$ cat config.mk
export PLATFORM = sky130hd
export DESIGN_NAME = parking_system
export DESIGN_NICKNAME = d
export VERILOG_FILES = /design/src/rtl/parking_pkg.sv /design/src/rtl/parking_system.sv
export SDC_FILE = /design/constraint.sdc
export NUM_CORES = 1
export LEC_CHECK = 0
export ABC_AREA = 1
export CORE_MARGIN = 4
export CORE_UTILIZATION = 44
export DETAILED_ROUTE_END_ITERATION = 8
export HOLD_SLACK_MARGIN = 0.1
export MAX_ROUTING_LAYER = met4
export PLACE_DENSITY = 0.67
export SLEW_MARGIN = 0
export SYNTH_ARGS = -nofsm -noshare
export SYNTH_HDL_FRONTEND = slang
export SYNTH_SLANG_ARGS = --single-unit
$ cat constraint.sdc
create_clock -name clk -period 1.2 [get_ports clk]
set_clock_uncertainty 0.1 [all_clocks]
set_input_delay 0.24 -clock clk [delete_from_list [all_inputs] [get_ports clk]]
set_output_delay 0.24 -clock clk [all_outputs]
set_load 0.05 [all_outputs]
$ cat src/rtl/parking_pkg.sv
// Shared types and constants for the car-park gate controller.
// Holds the state enum, the status codes and the default passwords.
package parking_pkg;

  // Status codes presented on `out`.
  localparam logic [2:0] ST_IDLE  = 3'b000;
  localparam logic [2:0] ST_WAIT  = 3'b001;
  localparam logic [2:0] ST_WRONG = 3'b010;
  localparam logic [2:0] ST_RIGHT = 3'b011;
  localparam logic [2:0] ST_STOP  = 3'b100;

  // Default password fields.
  localparam logic [1:0] PASS1_DEF = 2'b01;
  localparam logic [1:0] PASS2_DEF = 2'b10;

  typedef enum logic [2:0] {
    IDLE          = 3'b000,
    WAIT_PASSWORD = 3'b001,
    WRONG_PASS    = 3'b010,
    RIGHT_PASS    = 3'b011,
    STOP          = 3'b100
  } state_e;

endpackage

$ cat src/rtl/parking_system.sv
// Car-park gate controller: Moore FSM with settling wait and password check.
// Ports: clk, reset_n (async, active-high), sensor_entrance, sensor_exit,
//        password_1/2 (2b each), out (3b status code of current state).
module parking_system
  import parking_pkg::*;
#(
  parameter int unsigned WAIT_CYCLES = 4,
  parameter logic [1:0]  PASS1       = PASS1_DEF,
  parameter logic [1:0]  PASS2       = PASS2_DEF
) (
  input  logic       clk,
  input  logic       reset_n,
  input  logic       sensor_entrance,
  input  logic       sensor_exit,
  input  logic [1:0] password_1,
  input  logic [1:0] password_2,
  output logic [2:0] out
);

  localparam logic [7:0] LAST = 8'(WAIT_CYCLES - 1);

  state_e     state_q;
  state_e     state_d;
  logic [7:0] cnt_q;
  logic [7:0] cnt_d;
  logic       pass_ok;

  assign pass_ok = (password_1 == PASS1) &&
                   (password_2 == PASS2);

  always_ff @(posedge clk or posedge reset_n) begin
    if (reset_n) begin
      state_q <= IDLE;
      cnt_q   <= '0;
    end else begin
      state_q <= state_d;
      cnt_q   <= cnt_d;
    end
  end

  // Counter only runs in WAIT_PASSWORD; every other path clears it.
  always_comb begin
    state_d = IDLE;
    cnt_d   = '0;
    case (state_q)
      IDLE: begin
        if (sensor_entrance) state_d = WAIT_PASSWORD;
        else                 state_d = IDLE;
      end
      WAIT_PASSWORD: begin
        if (cnt_q == LAST) begin
          state_d = pass_ok ? RIGHT_PASS : WRONG_PASS;
        end else begin
          state_d = WAIT_PASSWORD;
          cnt_d   = cnt_q + 8'd1;
        end
      end
      WRONG_PASS: begin
        state_d = pass_ok ? RIGHT_PASS : WRONG_PASS;
      end
      RIGHT_PASS: begin
        if (sensor_entrance && sensor_exit) state_d = STOP;
        else if (sensor_exit)               state_d = IDLE;
        else                                state_d = RIGHT_PASS;
      end
      STOP: begin
        state_d = pass_ok ? RIGHT_PASS : STOP;
      end
      default: state_d = IDLE;
    endcase
  end

  always_comb begin
    out = ST_IDLE;
    case (state_q)
      IDLE:          out = ST_IDLE;
      WAIT_PASSWORD: out = ST_WAIT;
      WRONG_PASS:    out = ST_WRONG;
      RIGHT_PASS:    out = ST_RIGHT;
      STOP:          out = ST_STOP;
      default:       out = ST_IDLE;
    endcase
  end

endmodule

==> metrics.md <==
| Metric | Value |
|---|---|
| TritonCTS Buffers | `3` |
| Final Power | `2.07 mW` |
| Cell Rows | `13` |
| Starting Density | `0.478` |
| # port buffers | `10` |
| Tcrit/Tclk final | `1.20` |
| Io pins | `11` |
| VDD IR max | `1520 uV` |
| Worst EP arrival | `1.10 ns` |
| Worst slew margin | `0.872` |
| Synthesized netlist cell count | `90` |
| TritonRoute pass-1 iters | `4` |
| Fmax | `0.695 GHz` |
| Violated checks | `setup timing` |
| Final std cells w/o fill | `131` |
| DP Worst Slack | `-0.154 ns` |
| YS warnings | `0` |
| Max Slew Vio Count | `0` |
| DP HPWL | `approximately 1100 um` |
| Seq/Total Area, Yosys | `0.437` |
| First-pass GRT wire length | `between 2000 and 2500 um` |
| Hold-fix buffers, CTS | `0` |
| Worst-Skew Late Latency | `0.27 ns` |
| Cell Area, Placed | `841 um^2` |
| Hold Crit Class | `in -> async` |
| Grt ovf | `0` |
| Post-route setup TNS | `-0.792 ns` |
| Fin area | `a little over 1000 um^2` |
| Total track usage | `0.174` |
| Worst-path clk slew | `0.07 ns` |
| Clk sink count | `11` |
| Register bit total from synthesis | `11` |
| Outcome | `finished, violations left` |
| CP Capture Type | `primary output` |
| Synthesized area | `629 um^2` |
| Aggregate routed wire length | `1760 um` |
| Synth cell types | `18` |
| Clock Tree Buf Depth | `2` |
| Syn nets | `99` |
| Vias in the first global route | `628` |
| Worst Tran Pin Value | `0.192 ns` |
| CP max FO | `3` |
| Die ar. | `about 2100 um^2` |
| CP Launch Type | `register` |
| Wire per inst | `between 10 and 15 um` |
| Layout area overhead | `63.2%` |
| Final setup viols | `10` |
| DRT iter0 DRCs | `22` |
| Placed insts | `122` |
| Most frequent cells in the layout | `nand2_1 (18), nor2_1 (12), inv_2 (9), dfrtp_1 (9)` |
| Initial antenna violation count | `0` |
| Minimum clock period after layout | `about 1.4 ns` |
| Die width | `roughly 46 um` |
| Layout cells sized above 1 | `0.448` |
| Commonest non-fill, non-tap cell in the layout | `nand2_1` |
| Syn avg cell area | `approximately 7 um^2` |
| PD cells | `2010 nW/um^2` |
| RSZ-0062 raised after global routing | `true` |
| Pin count of the biggest net entering global routing | `12` |
| Vias | `647` |
| CP Class | `reg -> out` |
| Core ar. | `1320 um^2` |
| TritonCTS clock tree | `done` |
| Avg Vias per Cell | `~4.9` |
| Max H-tree Level | `1` |
| Critical Path RT | `~0.86 ns` |
| Final hold violation count | `0` |
| Residual DRC | `0` |
| Fill cell count | `85` |
| Number of max-cap violations | `0` |
| Chip height | `roughly 46 um` |
| Antenna-violating nets left | `0` |
| Final nets | `126` |
| Setup slack after layout | `-0.238 ns` |
| GP Congestion | `0.827` |
| CTS root buf | `clkbuf_4` |
| N_diodes | `0` |
| Leak | `a little over 0.5 nW` |
state kept, by name, indices dropped and copies added, names as in the netlist:
register  count
cnt_q         8
state_q       3
what timing repair did:
action,4_1_cts,5_1_grt
pin swaps,0,18
endpoints found under the setup margin,7,13
cloned,0,0
resized for setup,5,31
setup buffers,1,4
cells by family after synthesis:
logic type,count (synthesis),synth area share
XOR/XNOR,3,0.0418
AND/OR/NAND/NOR,55,0.372
AO/OA/AOI/OAI,3,0.0278
buffers and inverters,17,0.101
adder cells (fa/ha/maj),1,0.0199
flip-flops,11,0.437
where the power goes:
part / leakage, nW / total (mW) / switching [mW] / internal, mW
clock: 0.0150 / 0.252 / 0.123 / 0.129
combinational: 0.351 / 1.26 / 0.676 / 0.579
sequential: 0.144 / 0.559 / 0.102 / 0.457
total: 0.511 / 2.07 / 0.901 / 1.16
per-layer routing:
| metal | routed length [um] | vias up | GRT usage | part of all wire |
|---|---|---|---|---|
| met5 | 0 | - | - | 0 |
| met4 | 25 | 0 | 0.0739 | 0.014 |
| met3 | 55 | 4 | 0.0435 | 0.031 |
| met2 | 957 | 18 | 0.298 | 0.54 |
| met1 | 720 | 305 | 0.188 | 0.41 |
| li1 | - | 320 | - | - |
area by class of cell:
class                   instances  area (um^2)  share of cell area
inverters                      17         63.8              0.0621
flip-flops and latches         11          278               0.270
well taps                      15         18.8              0.0183
repair buffers                 22          235               0.229
multi-input cells              62          405               0.395
clock buffers                   4         26.3              0.0256
Yosys cell counts:
library cell | instances | area (um^2)
a21oi_1 | 1 | 5.00
dfrtp_1 | 11 | 275
ha_1 | 1 | 12.5
inv_1 | 14 | 52.6
inv_2 | 3 | 11.3
nand2_1 | 25 | 93.8
nand2_2 | 1 | 6.26
nand3_1 | 3 | 15.0
nand3_2 | 1 | 10.0
nand4_1 | 1 | 6.26
nor2_1 | 20 | 75.1
nor2_2 | 1 | 6.26
nor2_4 | 1 | 11.3
nor3_1 | 2 | 10.0
o21ai_0 | 1 | 5.00
o21bai_1 | 1 | 7.51
xnor2_1 | 1 | 8.76
xor2_1 | 2 | 17.5
worst max-delay path, stage by stage, from the launching register on:
cell	delay [ns]
dfrtp_1	0.41
inv_2	0.07
nand2_2	0.07
nor2_4	0.13
buf_12	0.15
stage by stage:
step,util,hold WS (ns)
global placement,0.638,0.430
global route,0.780,0.206
CTS,0.675,0.169
finish,0.780,0.165
detailed placement,0.638,0.432
floorplan,-,-0.00756
path summary, 6_finish.rpt:
check | start | end | slack (ns) | cells after the start
worst max-delay path | state_q[0] | out[2] | -0.24 | 4
worst min-delay path | reset_n | cnt_q[1] | 0.16 | 3
worst max register to register | cnt_q[2] | state_q[0] | -0.07 | 6
worst min register to register | cnt_q[0] | cnt_q[0] | 0.51 | 2
max in group asynchronous | reset_n | cnt_q[2] | 0.68 | 3
min in group clk | sensor_entrance | state_q[2] | 0.48 | 3
Power figures use the tool's default switching activity.
